--- src/rtl/dma_stream_controller.sv ---
// Single-channel DMA engine moving whole words between BRAM port B and the UART byte FIFOs.
// Handles FIFO backpressure, abort on grant loss, invalid-mode errors and a progress counter.
module dma_stream_controller #(
  parameter int unsigned DATA_W  = 32,
  parameter int unsigned ADDR_W  = 32,
  parameter int unsigned COUNT_W = 16,
  parameter int unsigned RD_LAT  = 1
) (
  input  logic                  clk,
  input  logic                  rst_n,
  input  logic                  i_start,
  input  logic                  i_grant,
  input  logic [1:0]            i_mode,
  input  logic [ADDR_W-1:0]     i_base_addr,
  input  logic [COUNT_W-1:0]    i_count,
  output logic                  o_busy,
  output logic                  o_done,
  output logic                  o_abort,
  output logic                  o_err,
  output logic [COUNT_W-1:0]    o_words_done,
  output logic [ADDR_W-1:0]     o_addrb,
  output logic [DATA_W/8-1:0]   o_web,
  output logic [DATA_W-1:0]     o_dinb,
  input  logic [DATA_W-1:0]     i_doutb,
  output logic                  o_tx_dv,
  output logic [7:0]            o_tx_byte,
  input  logic                  i_tx_full,
  output logic                  o_rx_rd,
  input  logic [7:0]            i_rx_byte,
  input  logic                  i_rx_empty
);

  localparam int unsigned BPW   = DATA_W / 8;
  localparam int unsigned IDX_W = (BPW > 1) ? $clog2(BPW) : 1;

  localparam logic [IDX_W-1:0]  IDX_LAST  = IDX_W'(BPW - 1);
  localparam logic [1:0]        LAT_LAST  = 2'(RD_LAT - 1);
  localparam logic [ADDR_W-1:0] ADDR_STEP = ADDR_W'(BPW);

  typedef enum logic [2:0] {
    StIdle,
    StRdReq,
    StRdWait,
    StTxByte,
    StRxReq,
    StRxWait,
    StWrWord,
    StDone
  } state_e;

  state_e               state_q;
  logic [ADDR_W-1:0]    addr_q;
  logic [COUNT_W-1:0]   remaining_q;
  logic [DATA_W-1:0]    shreg_q;
  logic [IDX_W-1:0]     idx_q;
  logic [1:0]           lat_q;

  always_ff @(posedge clk or negedge rst_n) begin
    if (!rst_n) begin
      state_q      <= StIdle;
      addr_q       <= '0;
      remaining_q  <= '0;
      shreg_q      <= '0;
      idx_q        <= '0;
      lat_q        <= '0;
      o_busy       <= 1'b0;
      o_done       <= 1'b0;
      o_abort      <= 1'b0;
      o_err        <= 1'b0;
      o_words_done <= '0;
      o_addrb      <= '0;
      o_web        <= '0;
      o_dinb       <= '0;
      o_tx_dv      <= 1'b0;
      o_tx_byte    <= '0;
      o_rx_rd      <= 1'b0;
    end else begin
      o_done  <= 1'b0;
      o_abort <= 1'b0;
      o_err   <= 1'b0;
      o_tx_dv <= 1'b0;
      o_rx_rd <= 1'b0;
      o_web   <= '0;

      if (state_q != StIdle && state_q != StDone && !i_grant) begin
        // Grant lost: drop the transfer, keep the completed-word count
        o_abort <= 1'b1;
        o_busy  <= 1'b0;
        state_q <= StIdle;
      end else begin
        unique case (state_q)
          StIdle: begin
            if (i_start && i_grant) begin
              if (i_mode == 2'b01 || i_mode == 2'b10) begin
                addr_q       <= i_base_addr;
                remaining_q  <= i_count;
                o_words_done <= '0;
                idx_q        <= '0;
                o_busy       <= 1'b1;
                if (i_count == '0) begin
                  state_q <= StDone;
                end else if (i_mode == 2'b01) begin
                  o_addrb <= i_base_addr;
                  state_q <= StRdReq;
                end else begin
                  state_q <= StRxReq;
                end
              end else begin
                o_err <= 1'b1;
              end
            end
          end

          StRdReq: begin
            lat_q   <= '0;
            state_q <= StRdWait;
          end

          StRdWait: begin
            if (lat_q == LAT_LAST) begin
              shreg_q <= i_doutb;
              idx_q   <= '0;
              state_q <= StTxByte;
            end else begin
              lat_q <= lat_q + 2'd1;
            end
          end

          StTxByte: begin
            if (!i_tx_full) begin
              // Little-endian: lowest lane leaves first, word shifts down
              o_tx_dv   <= 1'b1;
              o_tx_byte <= shreg_q[7:0];
              shreg_q   <= shreg_q >> 8;
              idx_q     <= idx_q + 1'b1;
              if (idx_q == IDX_LAST) begin
                addr_q       <= addr_q + ADDR_STEP;
                remaining_q  <= remaining_q - 1'b1;
                o_words_done <= o_words_done + 1'b1;
                if (remaining_q == COUNT_W'(1)) begin
                  state_q <= StDone;
                end else begin
                  o_addrb <= addr_q + ADDR_STEP;
                  state_q <= StRdReq;
                end
              end
            end
          end

          StRxReq: begin
            if (!i_rx_empty) begin
              o_rx_rd <= 1'b1;
              state_q <= StRxWait;
            end
          end

          StRxWait: begin
            // Bytes enter at the top lane; after BPW bytes byte 0 sits in [7:0]
            shreg_q <= (shreg_q >> 8) | (DATA_W'(i_rx_byte) << (DATA_W - 8));
            idx_q   <= idx_q + 1'b1;
            if (idx_q == IDX_LAST) begin
              state_q <= StWrWord;
            end else begin
              state_q <= StRxReq;
            end
          end

          StWrWord: begin
            o_addrb      <= addr_q;
            o_dinb       <= shreg_q;
            o_web        <= '1;
            idx_q        <= '0;
            addr_q       <= addr_q + ADDR_STEP;
            remaining_q  <= remaining_q - 1'b1;
            o_words_done <= o_words_done + 1'b1;
            if (remaining_q == COUNT_W'(1)) begin
              state_q <= StDone;
            end else begin
              state_q <= StRxReq;
            end
          end

          StDone: begin
            o_done  <= 1'b1;
            o_busy  <= 1'b0;
            state_q <= StIdle;
          end

          default: state_q <= StIdle;
        endcase
      end
    end
  end

endmodule
--- config.mk ---
export PLATFORM = sky130hd
export DESIGN_NAME = dma_stream_controller
export DESIGN_NICKNAME = d
export VERILOG_FILES = /design/src/rtl/dma_stream_controller.sv
export SDC_FILE = /design/constraint.sdc
export NUM_CORES = 1
export LEC_CHECK = 0
export ABC_AREA = 1
export ABC_CLOCK_PERIOD_IN_PS = 1900
export BUFFER_PORTS_ARGS = -buffer_cell sky130_fd_sc_hd__buf_2
export CAP_MARGIN = 10
export CORE_ASPECT_RATIO = 2
export CORE_MARGIN = 1
export CORE_UTILIZATION = 51
export CTS_CLUSTER_SIZE = 16
export DETAILED_ROUTE_END_ITERATION = 6
export GPL_TIMING_DRIVEN = 0
export PLACE_DENSITY = 0.85
export SYNTH_ARGS = -nofsm -noshare
export SYNTH_HDL_FRONTEND = slang
export SYNTH_SLANG_ARGS = --single-unit
--- constraint.sdc ---
create_clock -name clk -period 1.9 [get_ports clk]
set_clock_uncertainty 0.1 [all_clocks]
set_input_delay 0.095 -clock clk [delete_from_list [all_inputs] [get_ports clk]]
set_output_delay 0.095 -clock clk [all_outputs]
set_load 0.005 [all_outputs]
# Word-level counts from Yosys, hierarchy flattened
# Cells that the tools add are included.
classes:
  reduce_logical: 23
  order_cmp: 0
  n_eq_ne: 27
  mul: 0
  bitwise_logic: 3
  mux: 65
  div: 0
  shift: 0
  addsub: 5
op_table:
  columns: ["operator", "n"]
  rows:
  - ["$mux 32", 13]
  - ["$pmux 32 s3", 3]
  - ["$mux 16", 8]
  - ["$pmux 16 s3", 2]
  - ["$add 32x3->32 const B", 1]
  - ["$or 24x32->32", 1]
  - ["$mux 3", 10]
  - ["$pmux 3 s8", 1]
  - ["$ne 3x3->1 const B", 7]
  - ["$ne 2x2->1 const B", 9]
  - ["$reduce_and 6->1", 3]
  - ["$add 16x1->16 const B", 1]
  - ["$eq 16x1->1 const B", 1]
  - ["$logic_not 16->1", 1]
  - ["$mux 1", 16]
  - ["$sub 16x1->16 const B", 1]
  - ["$mux 2", 7]
  - ["$eq 3x3->1 const B", 4]
  - ["$reduce_bool 3->1", 4]
  - ["$pmux 2 s5", 1]
  - ["$reduce_and 3->1", 3]
  - ["$reduce_and 9->1", 1]
  - ["$mux 4", 2]
  - ["$eq 3x2->1 const B", 2]
  - ["16 further kinds", 21]
totals:
  elab_cells: 140
  register_bits: 185
  mem_bits_ro: 0
  latch_bits: 0
  memories: 0
  ramBits: 0

# Longest topological paths before layout
logic_depth:
  depth_word: 7
  depth_mapped: 13

# Worst setup path after synthesis
# No wires, ideal clock.
synth_timing:
  path_kind: "register -> register"
  startpoint: "reg addr_q[3]"
  endpoint: "reg addr_q[22]"
  stages_incl_launch_ff: 13
  arrival_time_ns: 1.627
  setup_slack_ns: 0.047
  period_less_slack_ns: 1.853
  path_cell_list: "dfrtp_1 -> ha_1 -> nand2_1 -> nor2_1 -> nand2_1 -> nor2_1 -> nand2_1 -> nand2_1 -> nand2_1 -> nand2_1 -> nand2_1 -> nand2_1 -> o21ai_0"
synth_between:
  elab_chain_cells: 4
synth_lines:
  columns: ["element", "line", "text"]
  rows:
  - ["start: declaration", "52", "logic [ADDR_W-1:0] addr_q;"]
  - ["start signal: assignment", "95", "addr_q <= i_base_addr;"]
  - ["start signal: assignment", "137", "addr_q <= addr_q + ADDR_STEP;"]
  - ["start signal: assignment", "173", "addr_q <= addr_q + ADDR_STEP;"]
  - ["$add 32x3->32 (*)", "137, 173", null]
  - ["$mux 32", "136", "if (idx_q == IDX_LAST) begin"]
  - ["$mux 32", "130", "if (!i_tx_full) begin"]
  - ["$pmux 32 s3 (*)", "91", "unique case (state_q)"]
# Every way passes the cells marked *; elsewhere a longest branch is shown, timed or not. The select of a mux whose other input is x is not followed.
# A chain may end at the register's enable or synchronous reset.

# Final worst setup path
layout_timing:
  startpoint: "reg state_q[1]"
  endpoint: "reg o_addrb[15]"
layout_between:
  elab_chain_cells: 5
layout_lines:
  columns: ["element", "line", "text"]
  rows:
  - ["start: declaration", "51", "state_e state_q;"]
  - ["start signal: assignment", "60", "state_q <= StIdle;"]
  - ["start signal: assignment", "89", "state_q <= StIdle;"]
  - ["start signal: assignment", "101", "state_q <= StDone;"]
  - ["$ne 3x3->1 / $reduce_bool 3->1 (equally long branches)", "85", "if (state_q != StIdle && state_q != StDone && !i_grant) begin"]
  - ["$logic_and 1x1->1 (2 in a row)", "85", null]
  - ["$not 1->1 (no line)", null, null]
  - ["$reduce_and 9->1 (no line)", null, null]
  - ["end signal: assignment", "103", "o_addrb <= i_base_addr;"]
  - ["end signal: assignment", "143", "o_addrb <= addr_q + ADDR_STEP;"]
  - ["end signal: assignment", "169", "o_addrb <= addr_q;"]
  - ["end: declaration", "21", "output logic [ADDR_W-1:0] o_addrb,"]
# Several ways; a longest one is shown, not always the timed one.

==> run summary <==
Status = complete, but fails checks
Failing checks = design-rule violations, negative setup slack
Post-synthesis register bit count = 182
Vias per std cell = 5.75
Vias in the first global route = 11.8k
Reg2reg end = o_addrb[15]
Clk_lat worst skew = 0.46 ns
Layout area overhead = 41.8%
DP Cell Count = 1888
Row cnt = 72
Final WS setup = -0.159 ns
Core area = 19400 um^2
CTS clock-pin slew for the worst setup and hold paths = 0.08 ns
Post-DP Area = 11400 um^2
Fraction of synthesized cell area taken by the top area cell type = 0.452
Slew headroom = 0.526
Post-Syn Area = 10100 um^2
Max Slew Vio Count = 0
Largest area contributor in the netlist = dfrtp_1
Main flop type after synthesis = dfrtp_1
Crit end category = register
Peak VDD IR = 0.00115 V
Post-synth EDFFs = 0
Antenna diodes = 0
Vias post-DR = 11.9k
GP Congestion = 1.02
Longest Clk Path Bufs = 2
Yosys warnings = 0
Initial antenna violation count = 1
Chip Width = 101 um
Layout Nets = 1895
Crit Path Class = reg -> reg
Worst Path Arrival = 2.30 ns
Mapped Nets = 1538
Leak = 7.14 nW
GRT Total Usage = 0.397
Starting DRT DRC Count = 867
HPWL Detailed = 26000 um
Class of the worst hold path = in -> reg
Ys async rst share = 1.00
Tmin final = 2.06 ns
Reg2reg setup slack = -0.16 ns
Final ANT Viol Nets = 0
Post-layout instance area = 14300 um^2
Gr ovfl total = 0
Worst hold slack = 0.00510 ns
Cell depth of the worst flop-to-flop path = 10
Yosys cell types = 40
FMAX = 486 MHz
Worst EP required = 2.14 ns
Crit Path Max Fanout = 10
Largest net degree at the start of global routing = 96
PortBufs = 193
Endpoints failing setup = 124
Avg Inst Size Synth = 7.02 um^2
First-pass GRT wire length = 60100 um
Origin of the worst setup path = state_q[1]
Die H = 201 um
Fill cells = 1363
H-tree lvl count = 4
Worst Tran Pin Value = 0.711 ns
Setup crit start kind = register
Starting density of the core = 0.520
Final number of hold-violating endpoints = 0
Reg-to-reg critical path startpoint = state_q[1]
PwrDens = 1530 nW/um^2
Drc violations = 7
Clock root buffer master = clkbuf_16
Ranking of synthesized cells by area = dfrtp_1, nand2_1, o21ai_0
Wire length per cell = 20.1 um
Cts bufs inserted = 17
Max Cap Viol = 0
Drt pass-1 iters = 7
Number of I/O pins = 194
Worst setup path end = o_addrb[15]
RSZ-0062 raised after global routing = true
Non-Filler Instances = 2064
Clk sinks = 182
Cells after Synth = 1435
CTS tree = done
Layout cell share with drive strength beyond 1 = 0.258
Register area share after synthesis = 0.452
Final worst path period share = 1.08
Routed WL = 41600 um
Die area = 20400 um^2
==> layout by cell type (no fill, tap or decap), types with 12 or more instances in the layout <==
| cell type | count |
|---|---|
| nor2_4 | 13 |
| dfrtp_1 | 178 |
| nand2_1 | 458 |
| buf_2 | 197 |
| dlygate4sd3_1 | 93 |
| nand2_2 | 18 |
| o21ai_0 | 119 |
| o21ai_2 | 14 |
| nor2_1 | 132 |
| buf_6 | 19 |
| a21oi_1 | 54 |
| nor2_2 | 16 |
| inv_1 | 135 |
| nand3_1 | 88 |
| nand2_4 | 17 |
| clkbuf_16 | 21 |
| clkbuf_2 | 12 |
| o21ai_1 | 19 |
| buf_4 | 49 |
==> registers in the layout, summed over array words and instances (netlist names), 2 cells and up <==
name / flops
shreg_q: 32
state_q: 3
o_words_done: 16
o_dinb: 32
o_addrb: 32
o_tx_byte: 8
remaining_q: 16
lat_q: 2
addr_q: 32
idx_q: 2
==> metrics by stage <==
| step | util | setup WS (ns) | power, mW | setup TNS (ns) |
|---|---|---|---|---|
| floorplan | - | 0.0471 | 11.7 | 0 |
| detailed placement | 0.589 | -0.686 | 14.9 | -43.38 |
| global placement | 0.587 | -2.34 | 14.6 | -459.98 |
| global route | 0.738 | -0.183 | 23.1 | -11.53 |
| finish | 0.738 | -0.159 | 21.9 | -7.17 |
| CTS | 0.698 | -0.0579 | 19.8 | -0.134 |
==> kinds of logic after synthesis <==
kind of cell | count (synthesis) | share of synthesized area
fa+ha+maj | 7 | 0.00869
compound gates | 245 | 0.131
xor+xnor | 12 | 0.0104
simple gates | 781 | 0.311
buf+inv | 208 | 0.0867
flops | 182 | 0.452
==> layout make-up <==
class | count | area [um^2] | area share
plain buffers | 58 | 568 | 0.0397
clock buffers | 18 | 429 | 0.0300
clock inverters | 14 | 158 | 0.0110
inverters | 149 | 588 | 0.0411
multi-input cells | 1046 | 5250 | 0.367
flip-flops and latches | 182 | 4560 | 0.319
well taps | 259 | 324 | 0.0227
repair buffers | 338 | 2420 | 0.169
==> power breakdown <==
part           switching, mW  internal, mW
Combinational           6.98          4.44
Sequential              1.31          5.59
Clock                   1.84          1.77
Total                   10.1          11.8
==> per-layer routing <==
layer  routed length, um  GRT usage  up-vias  part of all wire
met5                  11          0        -           0.00026
met4                4460      0.355        2              0.11
met3                3510     0.0864      298             0.084
met2               20900      0.686      790              0.50
met1               12700      0.383     5466              0.30
li1                    -          -     5302                 -
==> what timing repair did <==
| action | in CTS | in global routing |
|---|---|---|
| resized for setup | 130 | 170 |
| endpoints found under the setup margin | 169 | 166 |
| buffers inserted | 22 | 21 |
| pin swaps | 10 | 33 |
| hold buffers | 93 | 0 |
| endpoints found under the hold margin | 206 | 0 |
| cloned | 2 | 7 |
==> how the worst min path moves through the flow <==
stage          cells after the start          end            from  slack [ns]
5_1_grt                            5   o_addrb[6]  i_base_addr[6]        0.07
4_1_cts                            5   o_addrb[6]  i_base_addr[6]        0.01
3_5_place_dp                       1  o_addrb[28]           rst_n        0.06
2_1_floorplan                      0    addr_q[0]           rst_n       -0.30
6_report                           5   o_addrb[6]  i_base_addr[6]       0.005
3_3_place_gp                       2      o_rx_rd      i_rx_empty        0.21
==> cells in the mapped netlist (2+ instances only) <==
library cell  instances
nand2_1             493
dfrtp_1             182
nor2_1              158
inv_1               142
o21ai_0             138
nand3_1              99
a21oi_1              61
clkbuf_1             23
buf_2                20
o21ai_1              15
buf_4                10
nor3_1               10
nand4_1               9
xor2_1                9
o211ai_1              8
o22ai_1               8
ha_1                  7
inv_2                 6
buf_6                 4
nor2_2                3
xnor2_1               3
a31o_2                2
a31oi_1               2
buf_1                 2
nor3b_1               2
o21a_1                2
o31ai_1               2
o31ai_2               2
or2_2                 2
==> worst max-delay path, stage by stage (launching register included) <==
cell and delay, ns:
dfrtp_2 0.54, nand2_4 0.12, inv_6 0.10, nand2_8 0.09, nand2_8 0.14, inv_2 0.09
buf_4 0.23, nand2_1 0.10, o21ai_0 0.10, o21ai_1 0.23, nand2_1 0.08
(Power assumes the default switching activity.)
